## src/rtl/sseg_pkg.sv

```systemverilog
// Shared encodings for the score display: segment patterns, FSM states, anode scan table.
// No logic of its own; latency and backpressure are defined by the users of this package.
// Pure constants plus a combinational BCD-digit decoder.
package sseg_pkg;

    typedef enum logic [1:0] {
        ST_IDLE   = 2'd0,
        ST_LOAD   = 2'd1,
        ST_CONV   = 2'd2,
        ST_COMMIT = 2'd3
    } state_e;

    localparam int BCD_ITER = 7;

    // Segment order {g,f,e,d,c,b,a}, active-low.
    localparam logic [6:0] SEG_0     = 7'b1000000;
    localparam logic [6:0] SEG_1     = 7'b1111001;
    localparam logic [6:0] SEG_2     = 7'b0100100;
    localparam logic [6:0] SEG_3     = 7'b0110000;
    localparam logic [6:0] SEG_4     = 7'b0011001;
    localparam logic [6:0] SEG_5     = 7'b0010010;
    localparam logic [6:0] SEG_6     = 7'b0000010;
    localparam logic [6:0] SEG_7     = 7'b1111000;
    localparam logic [6:0] SEG_8     = 7'b0000000;
    localparam logic [6:0] SEG_9     = 7'b0010000;
    localparam logic [6:0] SEG_BLANK = 7'b1111111;

    // Indexed by scan position: 0 = left tens (an[3]) ... 3 = right units (an[0]).
    localparam logic [3:0][3:0] ANODE_ONEHOT = {4'b1110, 4'b1101, 4'b1011, 4'b0111};

    function automatic logic [6:0] seg_decode(input logic [3:0] digit);
        logic [6:0] seg;
        case (digit)
            4'd0:    seg = SEG_0;
            4'd1:    seg = SEG_1;
            4'd2:    seg = SEG_2;
            4'd3:    seg = SEG_3;
            4'd4:    seg = SEG_4;
            4'd5:    seg = SEG_5;
            4'd6:    seg = SEG_6;
            4'd7:    seg = SEG_7;
            4'd8:    seg = SEG_8;
            4'd9:    seg = SEG_9;
            default: seg = SEG_BLANK;
        endcase
        return seg;
    endfunction

endpackage

```

## src/rtl/bin_to_bcd.sv

```systemverilog
// Sequential double-dabble: 7-bit binary (<=99) to two BCD digits.
// Latency: start_i loads on one edge, then 7 shift/add-3 edges; done_o marks the final one.
// No backpressure: a new start_i simply restarts the conversion.
module bin_to_bcd
    import sseg_pkg::*;
(
    input  logic       clk,
    input  logic       rst,
    input  logic       start_i,
    input  logic [6:0] bin_i,
    output logic       done_o,
    output logic [3:0] tens_o,
    output logic [3:0] units_o
);

    // {tens, units, binary} working register shifted left as a whole.
    logic [14:0] sr_q, sr_d;
    logic [2:0]  cnt_q, cnt_d;
    logic [14:0] sr_adj;

    always_comb begin
        sr_adj = sr_q;
        if (sr_adj[10:7] >= 4'd5) sr_adj[10:7] = sr_adj[10:7] + 4'd3;
        if (sr_adj[14:11] >= 4'd5) sr_adj[14:11] = sr_adj[14:11] + 4'd3;

        sr_d  = sr_q;
        cnt_d = cnt_q;
        if (start_i) begin
            sr_d  = {8'd0, bin_i};
            cnt_d = 3'(BCD_ITER);
        end else if (cnt_q != 3'd0) begin
            sr_d  = {sr_adj[13:0], 1'b0};
            cnt_d = cnt_q - 3'd1;
        end
    end

    always_ff @(posedge clk or posedge rst) begin
        if (rst) begin
            sr_q  <= '0;
            cnt_q <= '0;
        end else begin
            sr_q  <= sr_d;
            cnt_q <= cnt_d;
        end
    end

    // High during the cycle whose closing edge writes the final digits.
    assign done_o  = (cnt_q == 3'd1);
    assign tens_o  = sr_q[14:11];
    assign units_o = sr_q[10:7];

endmodule

```

## src/rtl/score_sseg_drv.sv

```systemverilog
// Two-score BCD conversion and 4-digit multiplexed common-anode 7-segment drive.
// Latency: score_valid at edge t -> busy for 9 cycles, display regs written at edge t+9.
// Requests while busy are not stalled: the latest one is kept and converted next.
// LEADING_ZERO_BLANK_EN: blank a zero tens digit instead of showing '0'.
module score_sseg_drv
    import sseg_pkg::*;
#(
    parameter int CLK_HZ     = 65_000_000,
    parameter int REFRESH_HZ = 1_000,
    parameter int SCORE_MAX  = 99
) (
    input  logic       clk,
    input  logic       rst,
    input  logic [6:0] score_l,
    input  logic [6:0] score_r,
    input  logic       score_valid,
    output logic       busy,
    output logic [6:0] sseg_ca,
    output logic [3:0] sseg_an
);

    localparam int PERIOD = CLK_HZ / REFRESH_HZ;
    localparam int PW     = (PERIOD > 1) ? $clog2(PERIOD) : 1;

    state_e      state_q, state_d;
    logic [6:0]  shadow_l_q, shadow_l_d;
    logic [6:0]  shadow_r_q, shadow_r_d;
    logic        pending_q, pending_d;
    logic        commit;
    logic        start;

    logic [3:0]  disp_lt_q, disp_lu_q, disp_rt_q, disp_ru_q;
    logic [PW-1:0] presc_q, presc_d;
    logic [1:0]  idx_q, idx_d;
    logic [3:0]  an_q, an_d;
    logic [6:0]  ca_q, ca_d;
    logic        wrap;
    logic [3:0]  digit;
    logic [6:0]  seg;

    logic       l_done, r_done;
    logic [3:0] l_tens, l_units, r_tens, r_units;
    logic [6:0] clamp_l, clamp_r;

    assign clamp_l = (32'(shadow_l_q) > SCORE_MAX) ? 7'(SCORE_MAX) : shadow_l_q;
    assign clamp_r = (32'(shadow_r_q) > SCORE_MAX) ? 7'(SCORE_MAX) : shadow_r_q;
    assign start   = (state_q == ST_LOAD);

    bin_to_bcd u_bcd_l (
        .clk     (clk),
        .rst     (rst),
        .start_i (start),
        .bin_i   (clamp_l),
        .done_o  (l_done),
        .tens_o  (l_tens),
        .units_o (l_units)
    );

    bin_to_bcd u_bcd_r (
        .clk     (clk),
        .rst     (rst),
        .start_i (start),
        .bin_i   (clamp_r),
        .done_o  (r_done),
        .tens_o  (r_tens),
        .units_o (r_units)
    );

    always_comb begin
        state_d    = state_q;
        shadow_l_d = shadow_l_q;
        shadow_r_d = shadow_r_q;
        pending_d  = pending_q;
        commit     = 1'b0;

        if (score_valid) begin
            shadow_l_d = score_l;
            shadow_r_d = score_r;
            if (state_q != ST_IDLE) pending_d = 1'b1;
        end

        case (state_q)
            ST_IDLE:   if (score_valid) state_d = ST_LOAD;
            ST_LOAD:   state_d = ST_CONV;
            ST_CONV:   if (l_done && r_done) state_d = ST_COMMIT;
            ST_COMMIT: begin
                commit = 1'b1;
                // A request that arrived during this run restarts immediately.
                if (pending_q || score_valid) begin
                    state_d   = ST_LOAD;
                    pending_d = 1'b0;
                end else begin
                    state_d = ST_IDLE;
                end
            end
            default:   state_d = ST_IDLE;
        endcase
    end

    always_ff @(posedge clk or posedge rst) begin
        if (rst) begin
            state_q    <= ST_IDLE;
            shadow_l_q <= '0;
            shadow_r_q <= '0;
            pending_q  <= 1'b0;
            disp_lt_q  <= '0;
            disp_lu_q  <= '0;
            disp_rt_q  <= '0;
            disp_ru_q  <= '0;
        end else begin
            state_q    <= state_d;
            shadow_l_q <= shadow_l_d;
            shadow_r_q <= shadow_r_d;
            pending_q  <= pending_d;
            if (commit) begin
                disp_lt_q <= l_tens;
                disp_lu_q <= l_units;
                disp_rt_q <= r_tens;
                disp_ru_q <= r_units;
            end
        end
    end

    assign wrap = (presc_q == PW'(PERIOD - 1));

    always_comb begin
        case (idx_q)
            2'd0:    digit = disp_lt_q;
            2'd1:    digit = disp_lu_q;
            2'd2:    digit = disp_rt_q;
            default: digit = disp_ru_q;
        endcase
        seg = seg_decode(digit);
`ifdef LEADING_ZERO_BLANK_EN
        if (!idx_q[0] && digit == 4'd0) seg = SEG_BLANK;
`endif
    end

    // Anode and cathodes load together on the wrap edge so no digit ever shows another's pattern.
    always_comb begin
        presc_d = wrap ? '0 : presc_q + 1'b1;
        idx_d   = idx_q;
        an_d    = an_q;
        ca_d    = ca_q;
        if (wrap) begin
            idx_d = idx_q + 2'd1;
            an_d  = ANODE_ONEHOT[idx_q];
            ca_d  = seg;
        end
    end

    always_ff @(posedge clk or posedge rst) begin
        if (rst) begin
            presc_q <= '0;
            idx_q   <= '0;
            an_q    <= 4'b1111;
            ca_q    <= SEG_BLANK;
        end else begin
            presc_q <= presc_d;
            idx_q   <= idx_d;
            an_q    <= an_d;
            ca_q    <= ca_d;
        end
    end

    assign busy    = (state_q != ST_IDLE);
    assign sseg_an = an_q;
    assign sseg_ca = ca_q;

endmodule
```

## config.mk

```make
export PLATFORM = sky130hd
export DESIGN_NAME = score_sseg_drv
export DESIGN_NICKNAME = d
export VERILOG_FILES = /design/src/rtl/sseg_pkg.sv /design/src/rtl/bin_to_bcd.sv /design/src/rtl/score_sseg_drv.sv
export SDC_FILE = /design/constraint.sdc
export NUM_CORES = 1
export LEC_CHECK = 0
export ABC_AREA = 1
export BUFFER_PORTS_ARGS = -buffer_cell sky130_fd_sc_hd__buf_2
export CAP_MARGIN = 20
export CORE_AREA = 2 2 114 105
export CTS_CLUSTER_SIZE = 24
export DETAILED_ROUTE_END_ITERATION = 8
export DIE_AREA = 0 0 116 107
export PLACE_DENSITY_LB_ADDON = 0.12
export SLEW_MARGIN = 20
export SYNTH_ARGS = -nofsm -noshare
export SYNTH_HDL_FRONTEND = slang
export SYNTH_SLANG_ARGS = --single-unit
export TNS_END_PERCENT = 5
```

## constraint.sdc

```tcl
create_clock -name clk -period 3.7 [get_ports clk]
set_input_delay 0.185 -clock clk [delete_from_list [all_inputs] [get_ports clk]]
set_output_delay 0.185 -clock clk [all_outputs]
set_load 0.01 [all_outputs]
```

==> impl_metrics.json <==
{
  "status": "finished with violations",
  "violations": "hold timing",
  "grt_max_degree": 83,
  "cellInternalPower_mw": 1.71,
  "grt_pass1_wl_um": 16600,
  "hold_slack_ns": -0.0308,
  "drc_errors": 0,
  "worst_pin_slew_ns": 0.708,
  "seq_power_share_pct": 50.8,
  "path_common_cell": "inv_1",
  "die-area_um2": 12400,
  "post_drt_wl_per_cell_um": 12.1,
  "ys_types": 43,
  "cts_tree": "yes",
  "syn_area_per_cell_um2": 8.60,
  "fmaxAchievable_ghz": 0.464,
  "clock_latency_ns": 0.34,
  "dp_hpwl_um": 6790,
  "ys.warnings.count": 0,
  "overflow": 0,
  "switching_share_pct": 20.4,
  "clock_path_buffers": 2,
  "clock-sinks": 98,
  "die_y_um": 107,
  "endpoint_kind": "flip-flop",
  "synth_top_cell_by_area": "dfrtp_1",
  "critical-path-top-delay-family": "buffers and inverters",
  "post_cts_buffers": 0,
  "r2r_slack_ns": 1.54,
  "period_share_pct": 58.3,
  "core_um2": 11200,
  "synth_edf_count": 0,
  "place_congestion": 0.791,
  "cap_violations": 0,
  "power.total_mw": 2.15,
  "synth.area.top_cells": "dfrtp_1 44%, nand2_1 9.4%, ha_1 7.0%, dfstp_2 5.8%, o21ai_0 5.7%",
  "cts_resized": 0,
  "ys_ff_latch": 98,
  "drtIter0Drc": 189,
  "slew_viol_final": 0,
  "finClkSkew_ns": 0.00718,
  "powerDensity_nw_per_um2": 384,
  "worst-endpoint-required_ns": 3.92,
  "arrival_ns": 2.37,
  "cp_cell_sequence": "inv_1 > ha_1 > inv_1 > nand2_1 > inv_1 > nand2_1 > nand3_1",
  "slew_headroom_pct": 52.8,
  "cts_hold_buf": 0,
  "cp-start-kind": "flip-flop",
  "max_stage_delay_ns": 0.42,
  "initial_utilization_pct": 44.4,
  "syn_to_final_growth_pct": 12.5,
  "cts_buffers": 9,
  "p_comb_share_pct": 2.5,
  "hold_path_class": "in -> async",
  "ir_worst_vdd_v": 0.000274,
  "nets": 652,
  "syn_area_um2": 4970,
  "syn_inst": 578,
  "p_leak_nw": 2.66,
  "place_ws_ns": 1.55,
  "grt.total_usage_pct": 16.7,
  "chipWidth_um": 116,
  "ant_nets": 0,
  "io_buffer_count": 28,
  "hold_viol": 45,
  "fin_crit_ns": 2.16,
  "r2r_start": "state_q[1]$_DFFE_PP0P_",
  "yosysTopAreaCellShare_pct": 43.8,
  "utilization_pct": 49.9,
  "layout-drive-gt1-share_pct": 14.9,
  "worst_slack_ns": 1.54,
  "crit_path_start": "state_q[1]$_DFFE_PP0P_",
  "wirelength_um": 9280,
  "synth_nets": 623,
  "via_per_inst": 4.77,
  "final.setup.tns_ns": 0,
  "async_flop_share_pct": 100,
  "grt_pass1_vias": 3585,
  "path_buf_inv": 3,
  "crit_path_top_delay_cell": "nand2_1",
  "clk_pin_slew_ns": 0.07,
  "antenna_found_initial": 0,
  "p_sw_mw": 0.438,
  "boundaryPins": 29,
  "rows": 37,
  "critical_path_class": "reg -> reg",
  "p_clk_share_pct": 46.7,
  "firstDrtPassIters": 4,
  "ys_seq_area_share_pct": 49.6,
  "crit_fanout": 14,
  "num_antenna_cells": 0,
  "cts_root_buf": "clkbuf_16",
  "rr_worst_depth": 7,
  "vias": 3661,
  "setup_viol": 0,
  "r2r_end": "u_bcd_r.sr_q[2]$_DFFE_PP0P_",
  "ys.flop_type": "dfrtp_1",
  "htree_levels": 3,
  "rsz0062_at_grt": "no"
}
[state kept, by name (all words and copies together), names as in the netlist]
signal,flops
presc_q,16
u_bcd_l.sr_q,15
u_bcd_r.sr_q,15
shadow_l_q,7
shadow_r_q,7
sseg_ca,7
disp_lt_q,4
disp_lu_q,4
disp_rt_q,4
disp_ru_q,4
sseg_an,4
u_bcd_l.cnt_q,3
u_bcd_r.cnt_q,3
idx_q,2
state_q,2
pending_q,1
[layout make-up]
type | count | area [um2]
tap | 156 | 195
clock buffer | 10 | 239
inverter | 82 | 313
multi-input combinational | 387 | 2140
sequential | 98 | 2470
timing repair buffer | 29 | 148
fill | 1123 | 5610
clock inverter | 6 | 88.8
[metrics by stage]
stage,std cells,cell area [um2]
final,768,5590
after global routing,768,5590
after CTS,768,5590
after detailed placement,752,5260
after global placement,752,5260
after floorplan,578,4970
[worst reg2reg max path, delay by kind of cell (launching register included)]
kind,cells,cell delay [ns]
buffers and inverters,3,0.62
adders and majority gates,1,0.41
and+or+nand+nor,3,0.59
DFF,1,0.41
[power groups by stage]
| stage | logic, mW | clock network, mW | registers [mW] |
|---|---|---|---|
| after floorplan | 0.0358 | 0 | 1.11 |
| after global placement | 0.0550 | 0 | 1.11 |
| after detailed placement | 0.0564 | 0 | 1.11 |
| after CTS | 0.0566 | 1.03 | 1.09 |
| after global routing | 0.0647 | 1.08 | 1.09 |
| final | 0.0536 | 1.00 | 1.09 |
[worst max path at each step]
stage	end	slack, ns	cells after the start
3_5_place_dp	u_bcd_r.sr_q[5]$_DFFE_PP0P_	1.55	7
3_3_place_gp	u_bcd_r.sr_q[5]$_DFFE_PP0P_	1.64	7
6_report	u_bcd_r.sr_q[2]$_DFFE_PP0P_	1.54	7
5_1_grt	u_bcd_r.cnt_q[1]$_DFFE_PP0P_	1.30	6
4_1_cts	u_bcd_r.sr_q[2]$_DFFE_PP0P_	1.50	7
2_1_floorplan	disp_lt_q[0]$_DFFE_PP0P_	0.97	1
[logic make-up (layout without fill, tap and decap cells)]
| logic type | Yosys count | after routing | synth area share (%) |
|---|---|---|---|
| buffers and inverters | 93 | 127 | 7.32 |
| flip-flops | 98 | 98 | 49.6 |
| AO/OA/AOI/OAI | 112 | 112 | 12.7 |
| XOR/XNOR | 8 | 8 | 1.41 |
| adder cells (fa/ha/maj) | 28 | 28 | 7.05 |
| AND/OR/NAND/NOR | 239 | 239 | 21.9 |
[synth_stat cells, types with 4 or more instances]
cell type  number
a21oi_1        22
a31oi_1         4
clkbuf_1        6
dfrtp_1        87
dfstp_2        11
ha_1           28
inv_1          75
inv_2           6
nand2_1       125
nand2_2         4
nand3_1        26
nand4_1         6
nor2_1         50
nor2_2          6
nor3_1          4
o211ai_1        8
o21ai_0        57
o21ai_1         6
o22ai_1         5
or2_2           4
xor2_1          7
[placed cells by master, fill, tap and decap left out, types with 7 or more instances in the layout]
cell	Yosys	layout
nand2_1	125	125
dfrtp_1	87	87
inv_1	75	74
o21ai_0	57	57
nor2_1	50	50
ha_1	28	28
buf_2	3	28
nand3_1	26	26
a21oi_1	22	22
dfstp_2	11	11
clkbuf_16	0	9
o211ai_1	8	8
xor2_1	7	7
[routing by layer]
layer | up-vias | GRT usage, % | share of wire [%]
li1 | 1923 | - | -
met1 | 1677 | 22.2 | 50
met2 | 50 | 27.6 | 46
met3 | 11 | 3.73 | 3.1
met4 | 0 | 4.34 | 1.1
met5 | - | 0 | 0
Note: power is estimated with default switching activity, not from simulation.
